$ cat src/rtl/prpg_seq_ctrl.sv
// PRPG/MISR BIST session sequencer: load seed, run num_pat patterns, compact responses, compare.
// Optional abort input is added when PRPG_ABORT_EN is defined.
module prpg_seq_ctrl #(
   parameter int WIDTH = 4,
   parameter int CNT_W = 8
) (
   input  logic             clk,
   input  logic             rst,
`ifdef PRPG_ABORT_EN
   input  logic             abort,
`endif
   input  logic             start,
   input  logic [WIDTH-1:0] seed,
   input  logic [CNT_W-1:0] num_pat,
   input  logic [WIDTH-1:0] golden,
   input  logic [WIDTH-1:0] resp,
   output logic             prpg_load,
   output logic [WIDTH-1:0] prpg_din,
   output logic             prpg_en,
   output logic             busy,
   output logic             done,
   output logic             pass,
   output logic [WIDTH-1:0] signature
);

   typedef enum logic [2:0] {IDLE, LOAD, RUN, CHECK, DONE} state_t;

   state_t           state_q, state_d;
   logic [WIDTH-1:0] seed_q, seed_d;
   logic [WIDTH-1:0] gold_q, gold_d;
   logic [CNT_W-1:0] npat_q, npat_d;
   logic [CNT_W-1:0] cnt_q, cnt_d;
   logic [WIDTH-1:0] sig_q, sig_d;
   logic             pass_q, pass_d;
   logic             abort_w;
   logic [WIDTH-1:0] misr_next;
   logic             last_pat;

`ifdef PRPG_ABORT_EN
   assign abort_w = abort;
`else
   assign abort_w = 1'b0;
`endif

   assign misr_next = {sig_q[WIDTH-2:0], sig_q[WIDTH-1] ^ sig_q[WIDTH-2]} ^ resp;
   // Compare against num_pat-1 so a full-scale count never wraps the counter.
   assign last_pat  = (cnt_q == npat_q - CNT_W'(1));

   always_comb begin
      state_d   = state_q;
      seed_d    = seed_q;
      gold_d    = gold_q;
      npat_d    = npat_q;
      cnt_d     = cnt_q;
      sig_d     = sig_q;
      pass_d    = pass_q;
      prpg_load = 1'b0;
      prpg_en   = 1'b0;
      case (state_q)
         IDLE: begin
            if (start) begin
               seed_d  = seed;
               gold_d  = golden;
               npat_d  = num_pat;
               pass_d  = 1'b0;
               state_d = LOAD;
            end
         end
         LOAD: begin
            prpg_load = 1'b1;
            sig_d     = '0;
            cnt_d     = '0;
            state_d   = (npat_q != '0) ? RUN : CHECK;
            if (abort_w) state_d = IDLE;
         end
         RUN: begin
            prpg_en = 1'b1;
            cnt_d   = cnt_q + CNT_W'(1);
            sig_d   = misr_next;
            if (last_pat) state_d = CHECK;
            if (abort_w)  state_d = IDLE;
         end
         CHECK: begin
            pass_d  = (sig_q == gold_q);
            state_d = DONE;
         end
         DONE:    state_d = IDLE;
         default: state_d = IDLE;
      endcase
   end

   always_ff @(posedge clk or posedge rst) begin
      if (rst) begin
         state_q <= IDLE;
         seed_q  <= '0;
         gold_q  <= '0;
         npat_q  <= '0;
         cnt_q   <= '0;
         sig_q   <= '0;
         pass_q  <= 1'b0;
      end else begin
         state_q <= state_d;
         seed_q  <= seed_d;
         gold_q  <= gold_d;
         npat_q  <= npat_d;
         cnt_q   <= cnt_d;
         sig_q   <= sig_d;
         pass_q  <= pass_d;
      end
   end

   assign busy      = (state_q != IDLE);
   assign done      = (state_q == DONE);
   assign pass      = pass_q;
   assign prpg_din  = seed_q;
   assign signature = sig_q;

endmodule

$ cat config.mk
export PLATFORM = sky130hd
export DESIGN_NAME = prpg_seq_ctrl
export DESIGN_NICKNAME = d
export VERILOG_FILES = /design/src/rtl/prpg_seq_ctrl.sv
export SDC_FILE = /design/constraint.sdc
export NUM_CORES = 1
export LEC_CHECK = 0
export CELL_PAD_IN_SITES_DETAIL_PLACEMENT = 0
export CELL_PAD_IN_SITES_GLOBAL_PLACEMENT = 1
export CORE_ASPECT_RATIO = 0.8
export CORE_MARGIN = 2
export CORE_UTILIZATION = 35
export DETAILED_ROUTE_END_ITERATION = 8
export DONT_BUFFER_PORTS = 1
export HOLD_SLACK_MARGIN = 0.06
export PLACE_DENSITY = 0.57
export SLEW_MARGIN = 20
export SYNTH_ARGS = -nofsm -noshare
export SYNTH_HDL_FRONTEND = slang
export SYNTH_SLANG_ARGS = --single-unit
$ cat constraint.sdc
create_clock -name clk -period 2.55 [get_ports clk]
set_input_delay 0.765 -clock clk [delete_from_list [all_inputs] [get_ports clk]]
set_output_delay 0.765 -clock clk [all_outputs]
set_load 0.02 [all_outputs]
==> results of run 1 <==
[layout make-up]
cell class                      instances  area (µm²)
Fill cell                             476        2730
Clock inverter                          1        30.0
Tap cell                               60        75.1
Timing Repair Buffer                    2        15.0
Sequential cell                        32         801
Multi-Input combinational cell        108         783
Inverter                                8        35.0
Clock buffer                            7        96.3
[cells in the final DEF, fill, tap and decap left out, types with 4 or more instances in the layout]
cell type  instances
nand2_1           14
nand4_1            4
nand3_1            5
nor3_1             4
o21ai_0           12
xor2_1            11
clkbuf_8           7
mux2_2            14
xnor2_1            9
nor2_1             5
inv_1              7
dfrtp_1           32
[routing by layer]
layer  vias to the layer above  global-route usage (%)
met5                         -                       0
met4                         0                    5.72
met3                         6                    4.53
met2                        22                    19.2
met1                       529                    20.4
li1                        542                       -
[flip-flops by register name, indices dropped and copies added (netlist names)]
name       count
prpg_din       4
pass           1
gold_q         4
state_q        3
signature      4
npat_q         8
cnt_q          8
[stage by stage]
step                      hold slack [ns]  util [%]  area [µm²]  power [mW]  std cells
after floorplan                     0.463         -        1650        1.72        151
after global placement              0.494      37.4        1710        1.88        210
after detailed placement            0.488      37.4        1710        1.90        210
after CTS                           0.461      40.2        1840        2.45        218
after global routing                0.472      40.2        1840        2.60        218
final                               0.445      40.2        1840        2.42        218
[logic make-up (layout without fill, tap and decap cells)]
family          Yosys count  after routing
xor+xnor                 20             20
mux                      16             16
simple gates             47             47
flops                    32             32
buf+inv                  11             18
fa+ha+maj                 2              2
compound gates           23             23
[power groups by stage]
stage	clock, mW	sequential, mW	combinational (mW)
5_1_grt	0.575	1.07	0.951
4_1_cts	0.549	1.04	0.856
3_5_place_dp	0	1.05	0.850
3_3_place_gp	0	1.04	0.833
6_report	0.536	1.04	0.845
2_1_floorplan	0	0.973	0.748
[critical path, delay by kind of cell (launching register included)]
family / cells / cell delay, ns
DFF: 1 / 0.44
and+or+nand+nor: 1 / 0.54
buffers and inverters: 1 / 0.17
[final timing paths]
path                            startpoint          end  slack [ns]  cells after the start
worst max-delay path            state_q[1]      prpg_en        0.35                      2
worst max register to register  state_q[1]  prpg_din[3]        0.63                      3
worst min-delay path                   rst   state_q[1]        0.44                      2
max in group asynchronous              rst     cnt_q[2]        1.82                      2
worst min register to register    cnt_q[7]     cnt_q[7]        0.50                      1
min in group clk                  cnt_q[7]     cnt_q[7]        0.50                      1
==> flow_summary.ini, run 1 <==
[timing]
post-route-min-period_ns = 2.20
hold_viol = 0
rsz0062_at_grt = false
fmax_ghz = 0.454
worst_slew_pin_slew_ns = 0.504
setup_viol_count_final = 0
finClkSkew_ns = 0.00421
tns_ns = 0
post-route-period-util_pct = 86.4
slew_headroom_pct = 66.3
drv_slew = 0
setup_slack_ns = 0.346

[cts]
post_cts_buffers = 0
cts_buffers = 5
post_cts_resize_count = 0
clk_pin_slew_ns = 0.07
cts_hold_buf = 0
clkLatencyLatePin_ns = 0.29
cts_sinks = 32
cts.path.max_buffers = 2
ctsHtreeMaxLevel = 2
root_buffer = clkbuf_8
cts_tree = done

[layout]
area_delta_synth_final_pct = 11.5
antenna_cells = 0
drive_above_1_share_pct = 18.4
nets = 182

[worst_setup_path]
cp_slowest_cell = or3b_1
crit_path_start_kind = register
critPathArrivalTime_ns = 1.44
cp.required_ns = 1.79
worst-setup-path-type = reg -> out
critical_path.cell_chain = or3b_1 > clkinv_4
crit_fanout = 9
cp-end-kind = primary output
slowest_delay_ns = 0.54

[logic_synthesis]
synth_seq_cells = 32
synthSimpleGateAreaFrac_pct = 15.8
ys_warn_count = 0
synth_adder_area_share_pct = 1.52
ys_top_cells_by_count = dfrtp_1 (32), mux2_2 (14), nand2_1 (14), o21ai_0 (12), xor2_1 (11)
yosysUniqueCellTypes = 39
synthCells = 151
async_reset_ff_share_pct = 100
synth_area_mm2 = 0.00165
synth_xor_area_share_pct = 10.6
syn_area_per_cell_um2 = 10.9
synthMuxAreaShare_pct = 10.8
synth_top_family_by_area = simple AND/OR/NAND/NOR gates
synth_top_cell_by_area = dfrtp_1
syn-num-nets = 176
seq_area_frac_synth_pct = 48.6
synth_edf_count = 0
synthFlopType = dfrtp_1
yosysTopAreaCellShare_pct = 48.6
ys_top_cells_by_area = dfrtp_1 (49%), mux2_2 (9.6%), xor2_1 (5.9%)
yosysMostFrequentCell = dfrtp_1
synth_compound_area_share_pct = 8.81

[pwr]
comb_power_share_pct = 34.9
p_int_mw = 1.45
swShare_pct = 40.0
p_leak_nw = 0.797
clkPwrFrac_pct = 22.1
power_density_mw_per_mm2 = 1320
p_seq_share_pct = 43.0
p_sw_uw = 970
peakVddDrop_uv = 559

[global_routing]
grt_max_degree = 33
grt_use_total_pct = 14.1
grt_pass1_vias = 1119
grt_pass1_wl_um = 5420
antenna_found_initial = 0
grt_overflow = 0

[route]
top_layer = met4
first_pass_iters = 4
vias = 1099
wl_met1_um = 1790
vias_per_cell = 5.04
route.detailed.drc = 0
routed_wirelength_um = 3310
wl_met2_um = 1350
wl_per_cell_um = 15.2
wl_met3_um = 142
drtAntennaViolNets = 0
drt-initial-drc-count = 20

[flow_run]
drv_cap = 0

[placement]
dp_hpwl_um = 2410
gp_congestion = 0.730
place_worst_setup_slack_ns = 0.613
portBuffers = 0

[floorplan]
start_util_pct = 36.0
die_area_mm2 = 0.00527
die_w_um = 80.7
design.portCount = 36
die_y_um = 65.4
rows = 22
coreArea_mm2 = 0.00457

[worst_hold_path]
hold_path_class = in -> async

[run_status]
run_status = completed
Note: power is estimated with default switching activity, not from simulation.
==> inputs of run 2 (changes only) <==
--- a/config.mk
+++ b/config.mk
@@ -10,10 +10,12 @@
 export CORE_ASPECT_RATIO = 0.8
 export CORE_MARGIN = 2
 export CORE_UTILIZATION = 35
+export CTS_CLUSTER_SIZE = 16
 export DETAILED_ROUTE_END_ITERATION = 8
 export DONT_BUFFER_PORTS = 1
 export HOLD_SLACK_MARGIN = 0.06
 export PLACE_DENSITY = 0.57
+export REMOVE_ABC_BUFFERS = 1
 export SLEW_MARGIN = 20
 export SYNTH_ARGS = -nofsm -noshare
 export SYNTH_HDL_FRONTEND = slang
==> run 2 against run 1 <==
Register-to-register slack got worse by 0.04 ns. Routed wire length fell by 5.0%. Clock-buffer cell count shrank 1. Sequential power about the same. First-iteration DRC count rose to 3.0 times the previous value. Fmax is 0.26% lower. Critical path type unchanged. Critical endpoint unchanged. Highest routed layer unchanged.
==> flow_summary.ini, run 2 (synthesized netlist as in run 1, its figures left out) <==
[run_status]
run_status = completed

[timing]
post-route-min-period_ns = 2.21
rsz0062_at_grt = false
tns_ns = 0
finClkSkew_ns = 0.00578
worst_slew_pin_slew_ns = 0.557
hold_ws_ns = 0.258
slew_headroom_pct = 62.7
setup_viol_count_final = 0
hold_viol = 0
drv_slew = 0
post-route-period-util_pct = 86.7
setup_slack_ns = 0.340
fmax_ghz = 0.452

[cts]
cts_tree = done
clkLatencyLatePin_ns = 0.28
post_cts_resize_count = 0
cts_hold_buf = 0
cts.path.max_buffers = 2
cts_sinks = 32
cts_buffers = 5
ctsHtreeMaxLevel = 2
post_cts_buffers = 0
root_buffer = clkbuf_8
clk_pin_slew_ns = 0.07

[layout]
layout_common_cells = dfrtp_1 (32), nand2_1 (14), mux2_2 (14)
mostFrequentLayoutCell = dfrtp_1
fill_cells = 479
nets = 182
area_delta_synth_final_pct = 10.3
final_cells = 218
antenna_cells = 0
final_area_mm2 = 0.00182
final-seq-area_um2 = 801
drive_above_1_share_pct = 17.7
top_regs = cnt_q (8), npat_q (8)
utilization_pct = 39.8
multi_input_area_um2 = 783

[worst_setup_path]
cp.required_ns = 1.79
critPathArrivalTime_ns = 1.44
rrSetupSlack_ns = 0.59
crit_path_start_kind = register
reg2regPathDepth = 3
reg2reg_to = npat_q[2]
r2r_start = state_q[1]
cp-end-kind = primary output
worst-setup-path-type = reg -> out
crit_fanout = 9

[route]
drt-initial-drc-count = 59
vias_per_cell = 5.08
wl_per_cell_um = 14.4
drtAntennaViolNets = 0
first_pass_iters = 4
route.detailed.drc = 0
vias = 1107
routed_wirelength_um = 3140

[floorplan]
start_util_pct = 36.0
design.portCount = 36
rows = 22
die_area_mm2 = 0.00527
die_w_um = 80.7
coreArea_mm2 = 0.00457
die_y_um = 65.4

[global_routing]
grt_max_degree = 29
grt_use_total_pct = 14.2
grt_overflow = 0
grt_pass1_wl_um = 5600
grt_pass1_vias = 1156
antenna_found_initial = 0

[pwr]
power_density_mw_per_mm2 = 1300
finalPower_mw = 2.35
p_leak_nw = 0.788
peakVddDrop_uv = 454

[placement]
portBuffers = 0
gp_congestion = 0.705
place_worst_setup_slack_ns = 0.576
dpl_cell_area_mm2 = 0.00171
dpl.cell_count = 210
dp_hpwl_um = 2320

[flow_run]
drv_cap = 0

[worst_hold_path]
hold_path_class = in -> async
-- run 2: cell types whose count changed in the layout (fill, tap and decap cells not counted), sizes merged --
cell,before,now
clkbuf,7,6
clkinv,1,2
-- run 2: cell type report --
type	instances	area share, %
clock buffer	6	3.99
clock inverter	2	1.93
inverter	8	1.93
multi-input combinational	108	43.1
sequential	32	44.1
tap	60	4.13
timing repair buffer	2	0.826
-- run 2: routing by layer --
metal,GRT usage (%),wire (µm),share of wire [%],vias up
li1,-,-,-,540
met1,20.3,1570,50,537
met2,20.1,1380,44,24
met3,4.40,147,4.7,6
met4,5.08,41,1.3,0
met5,0,0,0,-
-- run 2: how the worst max path moves through the flow --
stage                          start           to  depth (start not counted)
after floorplan           state_q[2]      prpg_en                          2
after global placement    state_q[2]  prpg_din[2]                          3
after detailed placement  state_q[1]    gold_q[2]                          3
after CTS                 state_q[1]      prpg_en                          2
after global routing      state_q[1]      prpg_en                          2
final                     state_q[1]      prpg_en                          2
-- run 2: worst max-delay path: stages (launching register included) --
cell and delay (ns):
dfrtp_1 0.44, or3b_1 0.55, clkinv_4 0.17
-- run 2: report_power, final --
group	total, mW	switching (mW)	internal (mW)	leakage, nW
logic	0.862	0.464	0.399	0.330
clock network	0.472	0.182	0.290	0.0552
registers	1.02	0.308	0.712	0.402
total	2.35	0.953	1.40	0.788
==> inputs of run 3 (changes only) <==
--- a/config.mk
+++ b/config.mk
@@ -5,6 +5,7 @@
 export SDC_FILE = /design/constraint.sdc
 export NUM_CORES = 1
 export LEC_CHECK = 0
+export ABC_AREA = 1
 export CELL_PAD_IN_SITES_DETAIL_PLACEMENT = 0
 export CELL_PAD_IN_SITES_GLOBAL_PLACEMENT = 1
 export CORE_ASPECT_RATIO = 0.8
@@ -14,7 +15,7 @@
 export DETAILED_ROUTE_END_ITERATION = 8
 export DONT_BUFFER_PORTS = 1
 export HOLD_SLACK_MARGIN = 0.06
-export PLACE_DENSITY = 0.57
+export PLACE_DENSITY = 0.6
 export REMOVE_ABC_BUFFERS = 1
 export SLEW_MARGIN = 20
 export SYNTH_ARGS = -nofsm -noshare
==> run 3 against run 2 <==
Utilization is 1.3 points higher. Clock power is 12% lower. Via count is 29% higher. Routed wire length is 27% higher.
==> flow_summary.ini, run 3 <==
[route]
vias_per_cell = 4.71
vias = 1428
drtAntennaViolNets = 0
route.detailed.drc = 0
drt-initial-drc-count = 83
routed_wirelength_um = 3990
wl_per_cell_um = 13.2
first_pass_iters = 4

[cts]
clk_pin_slew_ns = 0.06
cts_tree = done
cts.path.max_buffers = 2
root_buffer = clkbuf_8
cts_buffers = 5
cts_sinks = 32
ctsHtreeMaxLevel = 2
post_cts_resize_count = 0
post_cts_buffers = 0
clkLatencyLatePin_ns = 0.27
cts_hold_buf = 0

[timing]
post-route-period-util_pct = 80.7
finClkSkew_ns = 0.00527
fmax_ghz = 0.486
post-route-min-period_ns = 2.06
hold_viol = 0
drv_slew = 0
hold_ws_ns = 0.470
slew_headroom_pct = 57.5
tns_ns = 0
worst_slew_pin_slew_ns = 0.634
setup_viol_count_final = 0
rsz0062_at_grt = false

[worst_setup_path]
slowest_delay_ns = 0.49
path_delay_family = simple AND/OR/NAND/NOR gates
cp_slowest_cell = nor3_2
crit_fanout = 5
crit_path_start_kind = register
worst-setup-path-type = reg -> out
critPathArrivalTime_ns = 1.29
rrSetupSlack_ns = 0.57
cp.required_ns = 1.79
path_buf_inv = 1
cp-end-kind = primary output
critical_path.cell_chain = inv_1 > nor3_2

[layout]
nets = 268
layout_common_cells = nand2_1 (86), inv_1 (36), dfrtp_1 (32)
top_regs = cnt_q (8), npat_q (8)
antenna_cells = 0
final_area_mm2 = 0.00193
mostFrequentLayoutCell = nand2_1
final_cells = 303
area_delta_synth_final_pct = 10.5
drive_above_1_share_pct = 7.00

[logic_synthesis]
ys_warn_count = 0
synth_area_mm2 = 0.00175
ys_top_cells_by_count = nand2_1 (86), inv_1 (36), dfrtp_1 (32), nor2_1 (21), o21ai_0 (12)
synthCells = 235
seq_area_frac_synth_pct = 45.8
yosysMostFrequentCell = nand2_1
synth_top_cell_by_area = dfrtp_1
synth_edf_count = 0
yosysTopAreaCellShare_pct = 45.8
yosysUniqueCellTypes = 24
ys_top_cells_by_area = dfrtp_1 (46%), nand2_1 (18%), inv_1 (7.7%)
synth_seq_cells = 32
synthFlopType = dfrtp_1
async_reset_ff_share_pct = 100
syn_area_per_cell_um2 = 7.43

[placement]
dpl.cell_count = 296
dpl_cell_area_mm2 = 0.00183
portBuffers = 0
gp_congestion = 0.750
dp_hpwl_um = 3040

[floorplan]
design.portCount = 36
start_util_pct = 37.1
rows = 22
die_y_um = 67.2
die_w_um = 83.0
die_area_mm2 = 0.00558
coreArea_mm2 = 0.00471

[global_routing]
antenna_found_initial = 0
grt_max_degree = 33
grt_pass1_vias = 1439
grt_overflow = 0
grt_use_total_pct = 15.9
grt_pass1_wl_um = 6920

[flow_run]
drv_cap = 0

[pwr]
power_density_mw_per_mm2 = 1260
peakVddDrop_uv = 491
p_leak_nw = 1.02

[run_status]
run_status = completed

[worst_hold_path]
hold_path_class = in -> async
==> run 3: changes by cell type after synthesis, sizes merged, moves of 4 or more <==
cell	delta
o32ai	+4
xnor2	-5
o22ai	+4
mux2	-14
inv	+31
xor2	-7
nand2	+72
nor2	+15
==> run 3: per-stage QoR <==
| stage | setup WS (ns) | total power, mW | util, % |
|---|---|---|---|
| global route | 0.319 | 2.68 | 41.0 |
| detailed placement | 0.557 | 2.03 | 39.0 |
| floorplan | 0.640 | 1.74 | - |
| finish | 0.492 | 2.43 | 41.0 |
| CTS | 0.487 | 2.46 | 41.0 |
| global placement | 0.589 | 2.01 | 39.0 |
==> run 3: report_power, final <==
| group | switching [mW] | total (mW) | leakage, nW | internal [mW] |
|---|---|---|---|---|
| combinational | 0.659 | 1.01 | 0.561 | 0.352 |
| clock | 0.176 | 0.416 | 0.0503 | 0.240 |
| sequential | 0.291 | 0.999 | 0.411 | 0.708 |
==> run 3: kinds of logic after synthesis <==
kind of cell	synth area share (%)
fa+ha+maj	1.43
compound gates	8.38
simple gates	30.9
flops	45.8
buf+inv	9.38
xor+xnor	4.01
==> run 3: cell type report <==
type | count | area, µm²
flip-flops and latches | 32 | 801
clock buffers | 7 | 96.3
well taps | 60 | 75.1
repair buffers | 4 | 30.0
inverters | 39 | 146
multi-input cells | 161 | 782
fillers | 488 | 2780
==> run 3: worst paths after layout <==
check / from / end / cells past startpoint
max in group asynchronous: rst / pass / 2
max: state_q[0] / prpg_load / 2
min: rst / prpg_din[2] / 2
max reg2reg: state_q[1] / npat_q[5] / 6
min in group clk: gold_q[2] / gold_q[2] / 2
min reg2reg: gold_q[2] / gold_q[2] / 2
==> run 3: per-layer routing <==
layer  wire length [µm]  vias up  global-route usage [%]
met5                  0        -                       0
met4                  8        0                    3.07
met3                203        2                    4.77
met2               1650       35                    23.5
met1               2130      643                    23.1
li1                   -      748                       -
